### config.mk
export PLATFORM = sky130hd
export DESIGN_NAME = mem_access_unit_flat
export DESIGN_NICKNAME = d
export VERILOG_FILES = /design/src/rtl/mem_access_unit_if.sv /design/src/rtl/mem_access_unit.sv /design/src/flat_wrapper.sv
export SDC_FILE = /design/constraint.sdc
export NUM_CORES = 1
export LEC_CHECK = 0
export ABC_AREA = 1
export CORE_AREA = 3 3 121 65
export CTS_BUF_LIST = sky130_fd_sc_hd__clkbuf_16
export CTS_CLUSTER_SIZE = 20
export DETAILED_ROUTE_END_ITERATION = 8
export DIE_AREA = 0 0 124 68
export PLACE_DENSITY = 0.92
export SYNTH_ARGS = -nofsm -noshare
export SYNTH_HDL_FRONTEND = slang
export SYNTH_SLANG_ARGS = --single-unit
### constraint.sdc
create_clock -name clk -period 3.1 [get_ports clk]
set_input_delay 0.93 -clock clk [delete_from_list [all_inputs] [get_ports clk]]
set_output_delay 0.93 -clock clk [all_outputs]
set_load 0.02 [all_outputs]
### src/rtl/mem_access_unit_if.sv
`default_nettype none
// ============================================================================
//  Module      : mem_access_unit_if
//  Description : Request/acknowledge bus between mem_access_unit (master)
//                and a variable-latency synchronous memory (slave).
//                  mem_req   - request valid, held until ack or abort
//                  mem_we    - write enable qualifying mem_req
//                  mem_addr  - request address
//                  mem_wdata - write data
//                  mem_ack   - completion; read data valid in same cycle
//                  mem_rdata - read data
//  Revision    : 1.0 - initial release
// ============================================================================
interface mem_access_unit_if #(
    parameter int DATA_W = 16,
    parameter int ADDR_W = 12
);
    logic              mem_req;
    logic              mem_we;
    logic [ADDR_W-1:0] mem_addr;
    logic [DATA_W-1:0] mem_wdata;
    logic              mem_ack;
    logic [DATA_W-1:0] mem_rdata;

    modport master (
        output mem_req,
        output mem_we,
        output mem_addr,
        output mem_wdata,
        input  mem_ack,
        input  mem_rdata
    );

    modport slave (
        input  mem_req,
        input  mem_we,
        input  mem_addr,
        input  mem_wdata,
        output mem_ack,
        output mem_rdata
    );
endinterface
`default_nettype wire

### src/rtl/mem_access_unit.sv
`default_nettype none
// ============================================================================
//  Module      : mem_access_unit
//  Description : Turns the multicycle controller's single-cycle memory
//                strobes into a req/ack memory transaction, owns IR and MDR,
//                and stalls the controller until each access completes or
//                times out.
//  Ports       : clk, rst (async, active-low)
//                ir_write/mdr_write/mem_write/adr_src - controller strobes
//                pc, alu_addr, wdata                  - datapath inputs
//                mem (master modport)                 - memory bus
//                stall                                - freeze controller
//                ir, opcode, func, mdr                - captured registers
//                bus_err                              - sticky timeout flag
//  Revision    : 1.0 - initial release
// ============================================================================
module mem_access_unit #(
    parameter int DATA_W  = 16,
    parameter int ADDR_W  = 12,
    parameter int TIMEOUT = 15
) (
    input  wire logic              clk,
    input  wire logic              rst,
    input  wire logic              ir_write,
    input  wire logic              mdr_write,
    input  wire logic              mem_write,
    input  wire logic              adr_src,
    input  wire logic [ADDR_W-1:0] pc,
    input  wire logic [ADDR_W-1:0] alu_addr,
    input  wire logic [DATA_W-1:0] wdata,
    mem_access_unit_if.master      mem,
    output logic                   stall,
    output logic [DATA_W-1:0]      ir,
    output logic [3:0]             opcode,
    output logic [8:0]             func,
    output logic [DATA_W-1:0]      mdr,
    output logic                   bus_err
);

    localparam int CNT_W = $clog2(TIMEOUT + 1);
    localparam logic [CNT_W-1:0] c_cnt_last = CNT_W'(TIMEOUT - 1);
    localparam logic [CNT_W-1:0] c_cnt_max  = {CNT_W{1'b1}};

    typedef enum logic [1:0] {
        ST_IDLE   = 2'd0,
        ST_ACCESS = 2'd1,
        ST_DONE   = 2'd2
    } state_t;

    // Destination of the access in flight, decided once when it is launched.
    typedef enum logic [1:0] {
        TGT_IR  = 2'd0,
        TGT_MDR = 2'd1,
        TGT_WR  = 2'd2
    } target_t;

    state_t            state_q,     state_d;
    target_t           target_q,    target_d;
    logic              mem_req_q,   mem_req_d;
    logic              mem_we_q,    mem_we_d;
    logic [ADDR_W-1:0] mem_addr_q,  mem_addr_d;
    logic [DATA_W-1:0] mem_wdata_q, mem_wdata_d;
    logic [DATA_W-1:0] ir_q,        ir_d;
    logic [DATA_W-1:0] mdr_q,       mdr_d;
    logic              bus_err_q,   bus_err_d;
    logic [CNT_W-1:0]  cnt_q,       cnt_d;
    logic              stall_c;
    logic              any_strobe;

    assign any_strobe = ir_write | mdr_write | mem_write;

    always_comb begin
        state_d     = state_q;
        target_d    = target_q;
        mem_req_d   = mem_req_q;
        mem_we_d    = mem_we_q;
        mem_addr_d  = mem_addr_q;
        mem_wdata_d = mem_wdata_q;
        ir_d        = ir_q;
        mdr_d       = mdr_q;
        bus_err_d   = bus_err_q;
        cnt_d       = cnt_q;
        stall_c     = 1'b0;

        case (state_q)
            ST_IDLE: begin
                stall_c = any_strobe;
                if (any_strobe) begin
                    state_d     = ST_ACCESS;
                    mem_req_d   = 1'b1;
                    mem_we_d    = mem_write;
                    mem_addr_d  = adr_src ? alu_addr : pc;
                    mem_wdata_d = wdata;
                    cnt_d       = '0;
                    // Store beats data read beats fetch; losers are dropped.
                    if (mem_write)      target_d = TGT_WR;
                    else if (mdr_write) target_d = TGT_MDR;
                    else                target_d = TGT_IR;
                end
            end

            ST_ACCESS: begin
                stall_c = 1'b1;
                if (mem.mem_ack) begin
                    // An ack in the final wait cycle still completes normally.
                    case (target_q)
                        TGT_IR:  ir_d  = mem.mem_rdata;
                        TGT_MDR: mdr_d = mem.mem_rdata;
                        default: ;
                    endcase
                    mem_req_d = 1'b0;
                    state_d   = ST_DONE;
                end else if (cnt_q == c_cnt_last) begin
                    bus_err_d = 1'b1;
                    mem_req_d = 1'b0;
                    state_d   = ST_DONE;
                end else if (cnt_q != c_cnt_max) begin
                    cnt_d = cnt_q + 1'b1;
                end
            end

            ST_DONE: begin
                // One unstalled cycle lets the controller advance; strobes
                // present now belong to the old step and are not restarted.
                state_d = ST_IDLE;
            end

            default: begin
                state_d = ST_IDLE;
            end
        endcase
    end

    always_ff @(posedge clk or negedge rst) begin
        if (!rst) begin
            state_q     <= ST_IDLE;
            target_q    <= TGT_IR;
            mem_req_q   <= 1'b0;
            mem_we_q    <= 1'b0;
            mem_addr_q  <= '0;
            mem_wdata_q <= '0;
            ir_q        <= '0;
            mdr_q       <= '0;
            bus_err_q   <= 1'b0;
            cnt_q       <= '0;
        end else begin
            state_q     <= state_d;
            target_q    <= target_d;
            mem_req_q   <= mem_req_d;
            mem_we_q    <= mem_we_d;
            mem_addr_q  <= mem_addr_d;
            mem_wdata_q <= mem_wdata_d;
            ir_q        <= ir_d;
            mdr_q       <= mdr_d;
            bus_err_q   <= bus_err_d;
            cnt_q       <= cnt_d;
        end
    end

    // Gated by rst so a strobe held during reset cannot stall the controller.
    assign stall         = rst & stall_c;

    assign mem.mem_req   = mem_req_q;
    assign mem.mem_we    = mem_we_q;
    assign mem.mem_addr  = mem_addr_q;
    assign mem.mem_wdata = mem_wdata_q;

    assign ir      = ir_q;
    assign mdr     = mdr_q;
    assign opcode  = ir_q[15:12];
    assign func    = ir_q[8:0];
    assign bus_err = bus_err_q;

endmodule
`default_nettype wire

### src/flat_wrapper.sv
// flat-port wrapper written by rule: the top's interface ports become plain ports
module mem_access_unit_flat 
#(
    parameter int DATA_W  = 16,
    parameter int ADDR_W  = 12,
    parameter int TIMEOUT = 15
)
  (clk, rst, ir_write, mdr_write, mem_write, adr_src, pc, alu_addr, wdata, stall, ir, opcode, func, mdr, bus_err, mem_mem_req, mem_mem_we, mem_mem_addr, mem_mem_wdata, mem_mem_ack, mem_mem_rdata);
  mem_access_unit_if #(.DATA_W(DATA_W), .ADDR_W(ADDR_W)) mem_i ();
  input  wire logic clk;
  input  wire logic rst;
  input  wire logic ir_write;
  input  wire logic mdr_write;
  input  wire logic mem_write;
  input  wire logic adr_src;
  input  wire logic [ADDR_W-1:0] pc;
  input  wire logic [ADDR_W-1:0] alu_addr;
  input  wire logic [DATA_W-1:0] wdata;
  output logic stall;
  output logic [DATA_W-1:0] ir;
  output logic [3:0] opcode;
  output logic [8:0] func;
  output logic [DATA_W-1:0] mdr;
  output logic bus_err;
  output wire logic [$bits(mem_i.mem_req)-1:0] mem_mem_req;
  output wire logic [$bits(mem_i.mem_we)-1:0] mem_mem_we;
  output wire logic [$bits(mem_i.mem_addr)-1:0] mem_mem_addr;
  output wire logic [$bits(mem_i.mem_wdata)-1:0] mem_mem_wdata;
  input wire logic [$bits(mem_i.mem_ack)-1:0] mem_mem_ack;
  input wire logic [$bits(mem_i.mem_rdata)-1:0] mem_mem_rdata;
  assign mem_mem_req = mem_i.mem_req;
  assign mem_mem_we = mem_i.mem_we;
  assign mem_mem_addr = mem_i.mem_addr;
  assign mem_mem_wdata = mem_i.mem_wdata;
  assign mem_i.mem_ack = mem_mem_ack;
  assign mem_i.mem_rdata = mem_mem_rdata;
  mem_access_unit #(.DATA_W(DATA_W), .ADDR_W(ADDR_W), .TIMEOUT(TIMEOUT)) u_core (.clk(clk), .rst(rst), .ir_write(ir_write), .mdr_write(mdr_write), .mem_write(mem_write), .adr_src(adr_src), .pc(pc), .alu_addr(alu_addr), .wdata(wdata), .mem(mem_i), .stall(stall), .ir(ir), .opcode(opcode), .func(func), .mdr(mdr), .bus_err(bus_err));
endmodule
==> summary.md <==
| Metric | Value |
|---|---|
| Outcome | `complete, no violations` |
| Clock skew | `0.00431 ns` |
| Starting density of the core | `45.3%` |
| Dpl ws | `-0.246 ns` |
| Area Overhead vs Synth | `52.7%` |
| Final setup fails | `0` |
| Gr ovfl total | `0` |
| Post_cts resized | `2` |
| Worst hold path type | `reg -> reg` |
| Setup Fix Bufs, Post-CTS | `0` |
| Routed vias | `2593` |
| Crit path required time | `2.17 ns` |
| Routed WL per cell | `13.4 µm` |
| First-pass GRT wire length | `12.0 mm` |
| Worst Setup End Kind | `output port` |
| WS Path Type | `in -> out` |
| Vias in the first global route | `2526` |
| Post-Syn Area | `3050 µm²` |
| Core Region | `6730 µm²` |
| Hold Vio Cnt, Final | `0` |
| Die Y | `68 µm` |
| CTS Buf Count | `9` |
| Clk Latency, worst-skew pair | `0.32 ns` |
| Top cell type's share of synthesized area | `57.5%` |
| Simple-gate area share of the yosys netlist | `21.3%` |
| Tmin final | `2.94 ns` |
| Leakage | `2.18 nW` |
| DRC | `0` |
| Syn Nets | `397` |
| Final ANT Viol Nets | `0` |
| I/O pin count | `140` |
| DR pass1 iterations | `6` |
| Worst-path cell chain | `clkdlybuf4s50_1 -> nor2_1 -> nand2_1 -> nand2_4 -> inv_2 -> o21ai_0 -> inv_1 -> clkbuf_2` |
| Rows | `21` |
| Core Util, Final | `69.2%` |
| Seq cells post-synth | `70` |
| Maximum VDD drop | `0.000634 V` |
| Synth top area cells | `dfrtp_1 (57%), nand2_1 (11%), nor2_1 (5.8%), buf_4 (3.7%), inv_1 (3.1%)` |
| Largest net degree at the start of global routing | `71` |
| Compound-cell area share of the yosys netlist | `10.6%` |
| Hold-fix buffers, CTS | `0` |
| Worst Max-Slew Pin Slew | `0.855 ns` |
| Yosys warning total | `0` |
| Share of cells above drive strength 1 | `8.37%` |
| CTS tree | `done` |
| DIE AREA | `8430 µm²` |
| Worst-path clk slew | `0.06 ns` |
| Nature of the critical path startpoint | `input pin` |
| Initial DRC count | `103` |
| Post-Synth Adder-Cell Area | `0.821%` |
| Synth area leader | `dfrtp_1` |
| Setup ws final | `0.161 ns` |
| Slew Viols, Final | `0` |
| RSZ-0062 raised after global routing | `no` |
| Synthesized area per cell | `9.18 µm²` |
| Die W | `124 µm` |
| Slew HR | `43.0%` |
| Gr usage total | `18.3%` |
| Final Cycle Share | `94.8%` |
| XOR/XNOR Fraction of Synth Area | `0.287%` |
| Mapped Cells | `332` |
| Routed WL | `7.49 mm` |
| Routed vias/inst | `4.65` |
| Clock Sinks | `70` |
| Reg area | `1750 µm²` |
| Multi-input logic area | `1000 µm²` |
| Max-cap viol count | `0` |
| Clock buffer depth | `2` |
| FMAX | `340 MHz` |
| Nets | `526` |
| Sequential area share after synthesis | `57.5%` |
| Port Buffers | `139` |
| Crit Path Max Fanout | `2` |
| Fillers | `542` |
| Root Buffer | `clkbuf_16` |
| Library cells used by synthesis | `26` |
| Slowest stage delay, CP | `0.42 ns` |
| Main combinational cell family by area after synthesis | `simple AND/OR/NAND/NOR gates` |
| Diodes inserted | `0` |
| Mux contribution to synthesized area | `0%` |
| Pwr Density | `1080 nW/µm²` |
| Initial antenna violation count | `0` |
| Critical-path top delay cell | `clkdlybuf4s50_1` |
| Routability cong. | `0.755` |
| Detailed placement HPWL | `5.49 mm` |
| CTS H-tree depth | `3` |
| Arrival @ worst endpoint | `2.01 ns` |
[Yosys cell counts (all sizes together)]
master / count
a21oi: 17
buf: 24
clkbuf: 2
dfrtp: 70
ha: 2
inv: 28
nand2: 95
nand3: 8
nand4: 2
nor2: 50
o211ai: 1
o21ai: 19
o21bai: 1
o31ai: 12
xnor2: 1
[cells by family (layout without fill, tap and decap cells)]
kind of cell,count (synthesis),after routing
fa+ha+maj,2,2
compound gates,50,50
buf+inv,54,188
xor+xnor,1,1
simple gates,155,155
flops,70,70
[state kept, by name, summed over array words and instances, names as in the netlist]
signal / cells
u_core.ir: 16
u_core.cnt_q: 4
u_core.mem.mem_addr: 12
u_core.mem.mem_req: 1
u_core.mdr: 16
u_core.mem.mem_wdata: 16
u_core.target_q: 2
u_core.bus_err: 1
u_core.state_q: 2
[critical path, delay by kind of cell]
family / cells / cell delay (ns)
AOI/OAI and AO/OA: 1 / 0.13
buffers and inverters: 4 / 0.65
and+or+nand+nor: 3 / 0.29
[layout make-up]
type | count | share of cell area, %
clock buffer | 9 | 4.84
clock inverter | 7 | 0.672
inverter | 28 | 2.31
multi-input combinational | 208 | 21.6
sequential | 70 | 37.6
tap | 92 | 2.47
timing repair buffer | 144 | 30.5
[through the flow]
step | TNS (ns) | hold slack [ns] | cell area [µm²] | total power, mW | instances
finish | 0 | 0.478 | 4650 | 5.04 | 558
global placement | -0.165 | 0.461 | 4400 | 4.13 | 542
global route | 0 | 0.506 | 4650 | 5.37 | 558
CTS | 0 | 0.481 | 4660 | 5.10 | 558
detailed placement | -0.246 | 0.464 | 4400 | 4.21 | 542
floorplan | 0 | 0.493 | 3050 | 3.07 | 332
[cells in the final DEF, fill, tap and decap left out]
| master | instances |
|---|---|
| a21oi_1 | 7 |
| a21oi_2 | 10 |
| buf_2 | 1 |
| buf_4 | 5 |
| clkbuf_16 | 9 |
| clkbuf_2 | 1 |
| clkdlybuf4s50_1 | 137 |
| clkinv_1 | 3 |
| clkinv_2 | 4 |
| dfrtp_1 | 70 |
| ha_1 | 2 |
| inv_1 | 25 |
| inv_2 | 2 |
| inv_4 | 1 |
| nand2_1 | 93 |
| nand2_2 | 1 |
| nand2_4 | 1 |
| nand3_1 | 8 |
| nand4_1 | 1 |
| nand4_2 | 1 |
| nor2_1 | 47 |
| nor2_2 | 1 |
| nor2_8 | 2 |
| o211ai_1 | 1 |
| o21ai_0 | 3 |
| o21ai_1 | 16 |
| o21bai_1 | 1 |
| o31ai_1 | 12 |
| xnor2_1 | 1 |
[report_power, final]
group	leakage, nW	internal [mW]	switching [mW]
sequential	0.854	1.35	0.262
combinational	1.20	1.17	1.40
clock	0.131	0.526	0.342
[final timing paths]
path	end	startpoint	depth (start not counted)	slack, ns
min	u_core.bus_err	u_core.bus_err	1	0.48
max in group asynchronous	u_core.mem.mem_addr[8]	rst	2	1.72
min reg2reg	u_core.bus_err	u_core.bus_err	1	0.48
min in group asynchronous	u_core.ir[13]	rst	2	0.83
max reg2reg	u_core.cnt_q[0]	u_core.cnt_q[0]	6	1.49
max	stall	ir_write	8	0.16
[metal layers]
layer  vias up  share of wire (%)  GRT usage, %
met5         -                  0             0
met1      1212                 41          20.2
met4         0                1.4          6.55
li1       1297                  -             -
met3         9                4.7          4.46
met2        75                 53          35.0
Note: power is estimated with default switching activity, not from simulation.
